`src/rtl/spi_word_serializer_pkg.sv`:
```
// Shared types and helpers for the SPI slave datapath (serializer and receive path).
package spi_pkg;

  typedef enum logic [1:0] {IDLE, LOAD, SHIFT, DONE} spi_state_e;

  // CPOL=0, CPHA=0: master samples on rising sclk, slave changes on falling sclk.
  localparam int SPI_MODE = 0;

  function automatic int cnt_w(input int n);
    return (n > 1) ? $clog2(n) : 1;
  endfunction

endpackage

```
`src/rtl/spi_word_serializer_edge_sync.sv`:
```
// Multi-flop synchronizer for an asynchronous SPI pin with rise/fall pulse outputs.
module spi_edge_sync #(
  parameter int   SYNC_STAGES = 2,
  parameter logic IDLE_LVL    = 1'b0
) (
  input  logic clk,
  input  logic rst,
  input  logic d,
  output logic rise,
  output logic fall
);

  logic [SYNC_STAGES-1:0] sync;
  logic                   hist;

  always_ff @(posedge clk) begin
    if (!rst) begin
      sync <= {SYNC_STAGES{IDLE_LVL}};
      hist <= IDLE_LVL;
    end else begin
      sync <= {sync[SYNC_STAGES-2:0], d};
      hist <= sync[SYNC_STAGES-1];
    end
  end

  assign rise = sync[SYNC_STAGES-1] & ~hist;
  assign fall = ~sync[SYNC_STAGES-1] & hist;

endmodule

```
`src/rtl/spi_word_serializer.sv`:
```
// SPI mode-0 slave transmitter: shifts prefetched buffer words out on miso, one frame per cs.
// Define SPI_SERIALIZER_LSB_FIRST_EN to shift each word LSB-first instead of MSB-first.
module spi_word_serializer
  import spi_pkg::*;
#(
  parameter int DATA_WIDTH  = 32,
  parameter int FRAME_WORDS = 10,
  parameter int SYNC_STAGES = 2
) (
  input  logic                  clk,
  input  logic                  rst,
  input  logic                  sclk,
  input  logic                  cs,
  output logic                  miso,
  input  logic [DATA_WIDTH-1:0] buf_data,
  output logic                  buf_oe,
  output logic                  buf_rewind,
  output logic                  busy,
  output logic                  frame_done
);

  localparam int BW = cnt_w(DATA_WIDTH);
  localparam int WW = cnt_w(FRAME_WORDS);
  localparam logic [BW-1:0] BIT_LAST  = BW'(DATA_WIDTH - 1);
  localparam logic [WW-1:0] WORD_LAST = WW'(FRAME_WORDS - 1);

  logic sclk_fall, sclk_rise_unused, cs_rise, cs_fall;

  spi_edge_sync #(.SYNC_STAGES(SYNC_STAGES), .IDLE_LVL(1'b0)) u_sclk_sync (
    .clk(clk), .rst(rst), .d(sclk), .rise(sclk_rise_unused), .fall(sclk_fall)
  );

  spi_edge_sync #(.SYNC_STAGES(SYNC_STAGES), .IDLE_LVL(1'b1)) u_cs_sync (
    .clk(clk), .rst(rst), .d(cs), .rise(cs_rise), .fall(cs_fall)
  );

`ifdef SPI_SERIALIZER_LSB_FIRST_EN
  function automatic logic out_bit(input logic [DATA_WIDTH-1:0] w);
    return w[0];
  endfunction
  function automatic logic [DATA_WIDTH-1:0] shift_w(input logic [DATA_WIDTH-1:0] w);
    return w >> 1;
  endfunction
`else
  function automatic logic out_bit(input logic [DATA_WIDTH-1:0] w);
    return w[DATA_WIDTH-1];
  endfunction
  function automatic logic [DATA_WIDTH-1:0] shift_w(input logic [DATA_WIDTH-1:0] w);
    return w << 1;
  endfunction
`endif

  spi_state_e            state;
  logic [DATA_WIDTH-1:0] shreg;
  logic [BW-1:0]         bit_cnt;
  logic [WW-1:0]         word_cnt;
  logic                  load_wait;
  logic                  init_pend;

  // miso is registered and always tracks the bit the master will sample next.
  always_ff @(posedge clk) begin
    if (!rst) begin
      state      <= IDLE;
      shreg      <= '0;
      bit_cnt    <= '0;
      word_cnt   <= '0;
      load_wait  <= 1'b0;
      init_pend  <= 1'b1;
      miso       <= 1'b0;
      buf_oe     <= 1'b0;
      buf_rewind <= 1'b0;
      busy       <= 1'b0;
      frame_done <= 1'b0;
    end else begin
      buf_oe     <= 1'b0;
      buf_rewind <= init_pend;
      frame_done <= 1'b0;
      init_pend  <= 1'b0;
      // cs release ends the frame from any state and beats a same-cycle sclk edge.
      if (state != IDLE && cs_rise) begin
        state      <= IDLE;
        buf_rewind <= 1'b1;
        busy       <= 1'b0;
        miso       <= 1'b0;
        load_wait  <= 1'b0;
      end else begin
        case (state)
          IDLE: begin
            miso <= 1'b0;
            if (cs_fall) begin
              shreg    <= buf_data;
              miso     <= out_bit(buf_data);
              bit_cnt  <= '0;
              word_cnt <= '0;
              busy     <= 1'b1;
              state    <= SHIFT;
            end
          end
          SHIFT: begin
            if (sclk_fall) begin
              if (bit_cnt != BIT_LAST) begin
                shreg   <= shift_w(shreg);
                miso    <= out_bit(shift_w(shreg));
                bit_cnt <= bit_cnt + 1'b1;
              end else if (word_cnt != WORD_LAST) begin
                buf_oe    <= 1'b1;
                word_cnt  <= word_cnt + 1'b1;
                load_wait <= 1'b0;
                state     <= LOAD;
              end else begin
                frame_done <= 1'b1;
                miso       <= 1'b0;
                state      <= DONE;
              end
            end
          end
          LOAD: begin
            // First cycle: buffer registers the advance; second: its output is valid.
            if (!load_wait) begin
              load_wait <= 1'b1;
            end else begin
              shreg     <= buf_data;
              miso      <= out_bit(buf_data);
              bit_cnt   <= '0;
              load_wait <= 1'b0;
              state     <= SHIFT;
            end
          end
          DONE:    miso  <= 1'b0;
          default: state <= IDLE;
        endcase
      end
    end
  end

endmodule

```
`config.mk`:
```
export PLATFORM = sky130hd
export DESIGN_NAME = spi_word_serializer
export DESIGN_NICKNAME = d
export VERILOG_FILES = /design/src/rtl/spi_word_serializer_pkg.sv /design/src/rtl/spi_word_serializer_edge_sync.sv /design/src/rtl/spi_word_serializer.sv
export SDC_FILE = /design/constraint.sdc
export NUM_CORES = 1
export LEC_CHECK = 0
export BUFFER_PORTS_ARGS = -buffer_cell sky130_fd_sc_hd__clkbuf_2
export CORE_ASPECT_RATIO = 0.9
export CORE_MARGIN = 2
export CORE_UTILIZATION = 55
export DETAILED_ROUTE_END_ITERATION = 16
export GPL_ROUTABILITY_DRIVEN = 0
export PLACE_DENSITY = 0.78
export SLEW_MARGIN = 30
export SYNTH_ARGS = -nofsm -noshare
export SYNTH_HDL_FRONTEND = slang
export SYNTH_SLANG_ARGS = --single-unit
```
`constraint.sdc`:
```
create_clock -name clk -period 2.55 [get_ports clk]
set_clock_uncertainty 0.05 [all_clocks]
set_input_delay 0.3825 -clock clk [delete_from_list [all_inputs] [get_ports clk]]
set_output_delay 0.3825 -clock clk [all_outputs]
set_load 0.05 [all_outputs]
```
==> out/summary.md, run 1 <==
The flow ran to the end, and the final reports show no timing, DRC or antenna violations. The largest single stage delay on the critical path is 0.37 ns. The Yosys step of the flow raised 0 warnings.

In the final layout, the share of cells above drive strength 1 is 19.1%. The tools report the worst hold endpoint as u_cs_sync.sync[0]. For the required time of the critical path, the log shows 2.74 ns. Number of antenna violations at the first check in global routing: 0. The post-cts sizing count was 0.

Post-CTS timing repair inserted 0 buffers for setup. The first-pass detailed-route iteration total came out at 4. Global routing used 23.8% of the available tracks.

The number of slew-limit violations in the final report is 0. The floorplan step defined a die boundary enclosing 0.00514 mm2. In this run the critical register-to-register path is launched from bit_cnt[0]. In this run the static leakage power is 1.14 nW. The netlist uses 40 different library cells. After synthesis the netlist holds a flip-flop and latch count of 55. The level count of the clock H-tree came out at 2. Clock tree synthesis selected as its root buffer the cell sky130_fd_sc_hd__clkbuf_8. For the number of CTS-inserted buffers, the log shows 5.

The critical path goes through ha_1, and3_1, ha_1, nor3b_2, nand4_1, or3_1, a31oi_1. The via count of the first global-routing pass is 1996. The run gives 0.273 mV as the peak ir drop on the vdd network.

For the upper clock frequency limit, the log shows 462 MHz. The total half-perimeter wirelength after legalization and detailed placement came out at 3750 um. Dividing the final minimum period by the clock period gives 84.9%.

Area share of the largest cell type after synthesis: 43.7%. The worst setup path is captured at a flop. Most used flip-flop cell after synthesis: sky130_fd_sc_hd__dfxtp_1.

Setup repair after global routing left no endpoint under its margin. The multi-input combinational cells in the finished layout cover a total of 0.00127 mm2. In this run, post-CTS hold repair placed 0 buffers.

Relative area change from synthesis to final layout: 13.7%. Cell family with the largest share of critical-path delay: simple AND/OR/NAND/NOR gates. The post-synthesis area per instance is 8.32 um2. For this configuration, the core starts out at a cell density of 56.9%. For the pin count of the biggest net entering global routing, the log shows 35. The post-route minimum period was 2.17 ns.

After detailed routing, the average wire length per cell comes to 13.8 um. The slew at the pin closest to its max-slew limit is 0.412 ns, and the maximum fanout encountered on the critical timing path is 9. The routed wire length was 5470 um; the floorplan row count was 23. The remaining number of nets flagged by the antenna check after routing was 0. The tools report the remaining routing DRC violations as 0. The number of buffers and inverters on the critical path is 0. The buffer depth of the longest clock path is 2, and the setup TNS is 0 ns. Dividing total power by cell area gives a power density of 616 mW/mm2. Number of cells produced by synthesis: 303. Max-cap violations in this run came to 0. The path class of the tightest hold or removal check is in2reg. The clock reaches the later pin of the worst-skew pair after 0.30 ns. The count of input and output buffers is 40, and the net count after synthesis is 343.

Critical path's slowest cell: sky130_fd_sc_hd__or3_1. The cell type with the highest occurrence count on the critical path is sky130_fd_sc_hd__ha_1. On the final layout, the worst hold slack is 0.198 ns. Critical path start-end classification: reg2reg. The tools report the number of nets in the final layout as 374.

The setup check on the worst reg-to-reg path leaves a slack of 0.38 ns. The count of vias placed by the detailed router is 2259. For this block, the initial DRC count from the detailed router was 160.

The number of antenna diodes in the final layout is 0. For the worst setup path, the data arrival time is 2.35 ns. The die is 75.4 um wide. Logic depth of the worst register-to-register path: 7. By area the synthesized netlist is led by sky130_fd_sc_hd__dfxtp_1, sky130_fd_sc_hd__nand2_1, sky130_fd_sc_hd__a311oi_1. For the number of sinks handled by clock tree synthesis, the log shows 55.

The global-route wire length before repair came out at 9440 um. Startpoint class of the critical path: a flop. After filler insertion, the fill cell instance count of the layout stands at 408. The total core area was 0.00443 mm2; the number of vias per cell was 5.69. 41 I/O pins were placed. The synthesized netlist occupies a cell area of 0.00252 mm2. The die is 68.2 um tall.

For this run, the register share of the synthesized area comes to 43.7%. After global routing the overflow that remains totals 0. Counting flops with a built-in enable in the synthesized netlist gives 0. For this run, asynchronously set or reset flops after synthesis account for 0%.

The synthesized design spends more area on one cell type than any other, namely sky130_fd_sc_hd__dfxtp_1. The worst register-to-register path ends at bit_cnt[3]. The clock slew seen by the registers of the worst setup and hold paths came out at 0.09 ns. The total area of sequential cells is 0.00110 mm2, and the worst slew slack as a fraction of its limit is 72.5%. Along the worst hold path, the cell count comes to 2.

TritonCTS built the clock tree. The logs give 0 for the number of hold violations in the final report and 0 for the count of final setup violators. The startpoint of the worst hold path is cs.
metrics by stage:
step                utilization [%]  worst slack (ns)  power [mW]  std cells  cell area, um2
floorplan                         -             0.546        1.13        303            2520
global placement               62.1             0.523        1.19        389            2750
detailed placement             62.1             0.403        1.20        389            2750
CTS                            64.7             0.386        1.78        397            2870
global route                   64.7             0.256        1.86        397            2870
finish                         64.7             0.384        1.77        397            2870
final cells by class:
| class | instances | area share (%) |
|---|---|---|
| repair buffers | 51 | 9.86 |
| inverters | 6 | 0.785 |
| well taps | 62 | 2.71 |
| multi-input cells | 215 | 44.2 |
| clock buffers | 6 | 2.88 |
| flip-flops and latches | 55 | 38.4 |
| clock inverters | 2 | 1.22 |
cell usage after synthesis (all sizes together) (4+ instances only):
master   n
nor2     4
buf     11
o21ai    5
inv      6
ha       4
dfxtp   55
clkbuf  16
a311oi  30
nand2   71
nand2b  10
nand3    7
nand4    4
a21oi   41
nor2b    5
and2     4
power breakdown:
part	leakage, nW	total [mW]	switching [mW]	internal (mW)
Clock	0.0612	0.590	0.272	0.318
Sequential	0.450	0.942	0.0297	0.912
Combinational	0.625	0.235	0.137	0.0983
Total	1.14	1.77	0.438	1.33
worst max path at each step:
stage	start	endpoint	slack, ns	cells past startpoint
2_1_floorplan	bit_cnt[0]	bit_cnt[3]	0.55	8
5_1_grt	bit_cnt[0]	bit_cnt[3]	0.26	7
3_5_place_dp	bit_cnt[0]	bit_cnt[3]	0.40	7
6_report	bit_cnt[0]	bit_cnt[3]	0.38	7
4_1_cts	bit_cnt[0]	bit_cnt[3]	0.39	7
3_3_place_gp	bit_cnt[0]	bit_cnt[3]	0.52	7
placed cells by master, fill, tap and decap left out, drive strengths merged, types with 2 or more instances in the layout:
cell and n:
nand3 7, nor3b 2, nor2b 5, o21ai 5, nand2 71, clkbuf 46, a21oi 41, a31oi 3
a311oi 30, o211ai 2, buf 11, dfxtp 55, inv 6, ha 4, nor2 4, nand2b 10
nand4 4, mux2i 3, nand3b 2, nor3 3, and2 4, and3 2
kinds of logic (layout without fill, tap and decap cells):
kind of cell | Yosys count | after routing | synth area share, %
AOI/OAI and AO/OA | 89 | 89 | 24.4
adders and majority gates | 4 | 4 | 1.98
buffers and inverters | 33 | 65 | 6.40
and+or+nand+nor | 119 | 119 | 22.4
muxes | 3 | 3 | 1.19
DFF | 55 | 55 | 43.7
per-layer routing:
layer / up-vias / GRT usage, % / part of all wire [%]
met5: - / 0 / 0
met4: 0 / 11.8 / 2.5
met3: 14 / 4.42 / 4.7
met2: 59 / 34.0 / 47
met1: 1034 / 34.1 / 46
li1: 1152 / - / -
state kept, by name, summed over array words and instances, names as in the netlist, 2 cells and up:
signal,flops
u_cs_sync.sync,2
u_sclk_sync.sync,2
state,2
word_cnt,4
shreg,31
bit_cnt,5
Power figures use the tool's default switching activity.
==> inputs of run 2 (changes only) <==
Settings changed: CORE_UTILIZATION 55 to 50, PLACE_DENSITY 0.78 to 0.75.
Clock period 2.55 ns to 1.8 ns, I/O delays scaled along.
==> run 2 against run 1 <==
Compared with the run above:
- the flow now finishes with violations (negative setup slack)
- global-route usage shrank 2.8 points
- critical endpoint unchanged
- sequential share of layout area shrank 0.85 points
- clock power grew 6.1%
- critical path depth is the same
==> out/summary.md, run 2 (synthesis gave the netlist of run 1 again) <==
Worst slew slack as a fraction of its limit: 77.2%. The worst-case setup margin in the final layout was -0.00449 ns; the remaining number of nets flagged by the antenna check after routing was 0. Once the floorplan was initialized, standard cells occupied 51.9% of the core. The number of slew-limit violations in the final report was 0; the first-pass detailed-route iteration total was 4.

The tools report the count of vias placed by the detailed router as 2303. The tools report the startpoint class of the critical path as a flop. After detailed routing, the number of remaining DRC violations is 0. For this design the top-level I/O count stands at 41.

In this run the tool buffered the top-level ports with 40 buffer cells. STA classifies the critical path endpoint as a flop. In the layout the commonest cells are sky130_fd_sc_hd__nand2_1, sky130_fd_sc_hd__dfxtp_1, sky130_fd_sc_hd__a21oi_1. For the pin with the worst max-slew slack, the measured transition is 0.338 ns. The largest registers in the layout are shreg x31, bit_cnt x5, word_cnt x4.

shreg holds more flip-flops than any other register. The number of clock buffers added by TritonCTS is 5. The vertical extent of the die was 71.4 um; the share of the cycle needed by the critical path after routing was 100%.

The most common library cell in the layout ignoring fill and taps is sky130_fd_sc_hd__nand2_1. Setup TNS: -0.00449 ns. For this block, the initial DRC count from the detailed router was 145. The tools report the critical path arrival as 1.98 ns.

TritonCTS built the clock tree. The core region is 0.00486 mm2. The number of hold violations in the final report came out at 0.

The worst-case IR drop observed on VDD is 0.452 mV. The maximum fanout encountered on the critical timing path came out at 9. The die covers 0.00563 mm2. Relative to the synthesized area, the layout overhead comes to 16.5%. The min-delay analysis places its worst path in the category in2reg.

The post-layout utilization of the core is 60.4%, and the cell leakage power is 1.15 nW. The completed layout was analyzed and its total power is 2.31 mW. The run gives 3880 um as the total half-perimeter wirelength after legalization and detailed placement.

The count of final setup violators was 1; the layout cell share with drive strength beyond 1 was 21.5%. The total congestion overflow after global routing came out at 0. The quantity of hold-fixing buffers added after cts was 0; the detailed-route wire length per cell was 13.6 um.

The upper clock frequency limit is 554 MHz, and the clock slew seen by the registers of the worst setup and hold paths is 0.09 ns. The repair_antennas step left the layout with diodes totalling 0. Data on the critical path is required at its endpoint by 1.97 ns. The run finished, with violations left. Power spread over the standard cell area amounts to 786 mW/mm2.

Setup repair after global routing could not meet its margin everywhere. The first global-routing pass estimated 9560 um of wire. In this run the horizontal extent of the chip is 78.9 um.

Counting I/O delays and the setup requirement, the final critical path takes 1.80 ns. The critical path is of the reg2reg type. The cell sitting at the root of the clock tree is a sky130_fd_sc_hd__clkbuf_8. The number of antenna violations at the first check in global routing was 0; the number of vias per cell was 5.70. The net count of the finished layout is 380.

Across the run, the number of max-cap violations was 0. The filler cells instantiated in the layout total 447. Entering global routing, the biggest net connects 35 pins. The number of sinks handled by clock tree synthesis is 55.

The overall routing resource usage was 21.0%. The tools report the later-pin clock latency in the skew report as 0.30 ns. The logs give 2 for the level count of the clock H-tree and 5490 um for the routed wire length. The via count of the first global-routing pass was 2067. The clock passes through at most 2 buffers.

The number of flip-flops under the largest register name works out to 31. After floorplanning, the core was divided into 24 placement rows. The final reports fail on negative setup slack.
## run 2: cell types whose count changed in the layout (fill, tap and decap cells not counted), sizes merged
cell,before,now
bufinv,1,0
buf,11,17
clkinv,1,0
## run 2: final cells by class
class,instances,area (um2),share of cell area (%)
inverters,6,22.5,0.766
multi-input cells,215,1310,44.4
well taps,65,81.3,2.77
flip-flops and latches,55,1100,37.5
clock buffers,6,72.6,2.47
repair buffers,57,353,12.0
## run 2: final timing paths
check / start / endpoint / slack (ns) / cells after the start
max: bit_cnt[0] / bit_cnt[3] / -0.004 / 7
min: cs / u_cs_sync.sync[0] / 0.10 / 2
max reg2reg: bit_cnt[0] / bit_cnt[3] / -0.004 / 7
min reg2reg: u_cs_sync.sync[0] / u_cs_sync.sync[1] / 0.37 / 1
## run 2: power breakdown
part,internal (mW),leakage (nW),switching [mW],total [mW]
Combinational,0.154,0.658,0.200,0.354
Sequential,1.29,0.451,0.0395,1.33
Clock,0.261,0.0371,0.366,0.626
## run 2: critical path: stages, from the launching register on
cell                      delay, ns
sky130_fd_sc_hd__dfxtp_2       0.35
sky130_fd_sc_hd__ha_4          0.16
sky130_fd_sc_hd__and3_4        0.18
sky130_fd_sc_hd__ha_4          0.19
sky130_fd_sc_hd__nor3b_4       0.19
sky130_fd_sc_hd__nand4_1       0.14
sky130_fd_sc_hd__or3_1         0.33
sky130_fd_sc_hd__a31oi_1       0.14
## run 2: what timing repair did
action,CTS,global route
endpoints found under the setup margin,2,33
resized for setup,1,2
pin swaps,2,1
setup buffers,1,0
## run 2: layer usage
layer	share of wire, %	vias to the layer above	GRT usage, %
met4	1.0	0	6.90
met5	0	-	0
met2	44	62	31.7
li1	-	1161	-
met3	4.8	4	3.53
met1	51	1076	30.8
## run 2: stage by stage
step | cells | worst slack (ns) | hold WS (ns) | area, um2
2_1_floorplan | 303 | -0.0262 | 0.321 | 2580
6_report | 404 | -0.00449 | 0.102 | 2940
3_5_place_dp | 397 | 0.00179 | 0.352 | 2860
3_3_place_gp | 397 | 0.0331 | 0.344 | 2860
5_1_grt | 404 | -0.111 | 0.0888 | 2940
4_1_cts | 404 | 0.00807 | 0.0962 | 2940
==> inputs of run 3 (changes only) <==
Settings changed: CORE_MARGIN 2 to 1.
==> run 3 against run 2 <==
Compared with the run above:
- the flow now finishes without violations
- largest cell class unchanged
- first-iteration DRC count up 20%
- sequential power hardly changed
- hold slack worse by 0.0079 ns
- sequential share of layout area down 0.61 points
- power up 5.0%
- non-clock buffer count decreased by 1
- routed wire length is 3.1% higher
- die area is 5.3% lower
- largest power group unchanged
- critical path depth stayed put
- register-to-register slack gained 0.03 ns
- sequential cell count unchanged
==> out/summary.md, run 3 (synthesis gave the netlist of run 1 again) <==
The global-route wire length before repair was 9570 um; the met2 usage was 33.7%. The first-pass detailed-route iteration total is 4. Launch point of the critical path: bit_cnt[1]. The post-route minimum period was 1.77 ns. The run gives 2.43 mW as the sum of internal, switching and leakage power. At the pin with the least slew margin, the transition time is 0.378 ns. The worst-case setup margin in the final layout came out at 0.0266 ns. The via count of the first global-routing pass is 2042, and the relative area change from synthesis to final layout is 18.5%. The sum of buffers and inverters on the critical path was 0. The detailed-route wire length per cell is 14.0 um. Global routing consumed, over all layers together, 21.8% of the routing resources. Counting the buffers created by CTS gives 5. Summing over every cut layer, the via total after detailed routing is 2313. For this run, the slowest stage of the critical path takes 0.35 ns. For the worst setup path, the data required time is 1.98 ns.

CTS placed an instance of sky130_fd_sc_hd__clkbuf_8 at the clock tree root. Register-to-register setup slack: 0.03 ns. Leaving out fill and tap cells, the most frequent cells in the layout are sky130_fd_sc_hd__nand2_1, sky130_fd_sc_hd__dfxtp_1, sky130_fd_sc_hd__a21oi_1. The clock slew seen by the registers of the worst setup and hold paths was 0.09 ns; the count of final setup violators was 0. The run gives 0 as the post-cts sizing count. Measured along the y axis, the die boundary spans 69.4 um. The tools report the start of the worst register-to-register path as bit_cnt[1]. The floorplan has 24 rows.

The maximum fanout encountered on the critical timing path came out at 6. The register with the most flip-flops in the layout has 31 of them. Among all stages on the critical path, the largest delay is contributed by sky130_fd_sc_hd__dfxtp_2. The upper clock frequency limit came out at 564 MHz. In this run the number of H-tree levels came out at 2.

For this run, global-route usage on met1 was measured as 30.6%. The run gives 0 as the number of diodes added for antenna fixing. The number of nets in the final layout was 379. Dividing total power by cell area gives a power density of 813 mW/mm2. Measured in cells, the most critical reg-to-reg path has a length of 7.

In this run the count of I/O pins placed on the die edge is 41. The startpoint class of the critical path was a flop. The cell type with the highest occurrence count on the critical path is sky130_fd_sc_hd__ha_4. In this run the tightest slew margin relative to its limit is 74.8%. The tools report the number of buffers inserted to repair setup after CTS as 0. The endpoint of the worst-slack reg-to-reg timing path is bit_cnt[3]. Leaving out fill and tap cells, the most frequent cell in the layout is sky130_fd_sc_hd__nand2_1. The die is 76.9 um wide.

After routing, the total negative slack on setup checks comes to 0 ns. The run gives 5660 um as the routed wire length. In this run the worst setup path terminates at bit_cnt[3]. Traced cell by cell, the critical path runs through ha_4, and3_4, ha_4, nor3b_4, nand4_1, or3_1, a31oi_1.

The cell family with the largest share of critical-path delay was simple AND/OR/NAND/NOR gates. The post-place setup slack is 0.0215 ns. The run finished with clean final reports. The critical path start-end classification is reg2reg. The register name with the most flops was shreg. The layer carrying the most global-route usage is met2. The placed cell area is 0.00286 mm2.

The largest registers in the layout are shreg x31, bit_cnt x5, word_cnt x4. The number of hold violations in the final report was 0; the remaining number of nets flagged by the antenna check after routing was 0. Setup repair after global routing could not meet its margin everywhere.

TritonCTS built the clock tree. In this run the tool buffered the top-level ports with 40 buffer cells. The run gives 0 as the number of antenna violations at the first check in global routing. For the cell count after placement, the log shows 396. Dividing the detail-routed via count by the number of cells gives 5.71. The finished layout holds 405 standard cells, fillers aside. In the routed design, unresolved DRC markers number 0. The total core area is 0.00483 mm2, and the share of the cycle needed by the critical path after routing is 98.5%. The global-route met3 utilization came out at 4.47%.

Nature of the critical path endpoint: a flop. For the starting utilization of the core area, the log shows 52.2%. The peak ir drop on the vdd network was 0.582 mV; the cell area after layout was 0.00299 mm2. The layout cell share with drive strength beyond 1 is 21.8%, and the path length in cells of the critical path is 7. The logs give 0 for the number of maximum-capacitance violations and 3710 um for the total half-perimeter wirelength after legalization and detailed placement. In this run, the number of DRC markers left after iteration 0 of detailed routing was 174. Data arrives at the worst endpoint at 1.95 ns. The cell leakage power came out at 1.17 nW. For the pin count of the biggest net entering global routing, the log shows 35. The path class of the tightest hold or removal check is in2reg. The number of slew-limit violations in the final report came out at 0. For the worst-skew pair, the clock arrives at the later sink with an insertion delay of 0.30 ns. The die covers 0.00533 mm2. The run gives 0 as the quantity of hold-fixing buffers added after cts. The total congestion overflow after global routing is 0, and the number of sinks handled by clock tree synthesis is 55. The clock passes through at most 2 buffers.
[run 3: cell count changes in the layout (fill, tap and decap cells not counted), sizes merged]
cell / change
clkbuf: +3
buf: -2
[run 3: final cells by class]
| type | instances | area, um2 |
|---|---|---|
| well taps | 65 | 81.3 |
| fillers | 443 | 1850 |
| flip-flops and latches | 55 | 1100 |
| repair buffers | 56 | 375 |
| inverters | 6 | 22.5 |
| multi-input cells | 215 | 1310 |
| clock buffers | 8 | 100 |
[run 3: how the worst min path moves through the flow]
stage,startpoint,end,slack (ns),depth (start not counted)
after global routing,cs,u_cs_sync.sync[0],0.13,2
after CTS,cs,u_cs_sync.sync[0],0.09,2
after global placement,u_cs_sync.sync[0],u_cs_sync.sync[1],0.34,1
after floorplan,cs,u_cs_sync.sync[0],0.32,1
final,cs,u_cs_sync.sync[0],0.09,2
after detailed placement,u_cs_sync.sync[0],u_cs_sync.sync[1],0.35,1
[run 3: metrics by stage]
step / util [%] / hold slack, ns
2_1_floorplan: - / 0.321
3_5_place_dp: 59.2 / 0.352
5_1_grt: 61.8 / 0.127
6_report: 61.8 / 0.0939
4_1_cts: 61.2 / 0.0942
3_3_place_gp: 59.2 / 0.342
[run 3: where the power goes]
| part | leakage (nW) | switching [mW] | total, mW | internal, mW |
|---|---|---|---|---|
| logic | 0.663 | 0.204 | 0.368 | 0.163 |
| registers | 0.451 | 0.0396 | 1.33 | 1.29 |
| clock network | 0.0515 | 0.377 | 0.729 | 0.352 |
| total | 1.17 | 0.621 | 2.43 | 1.81 |
[run 3: layer usage]
layer / share of wire, % / vias to the layer above
met4: 1.4 / 0
met3: 5.1 / 8
met1: 48 / 1085
met5: 0 / -
met2: 45 / 63
li1: - / 1157
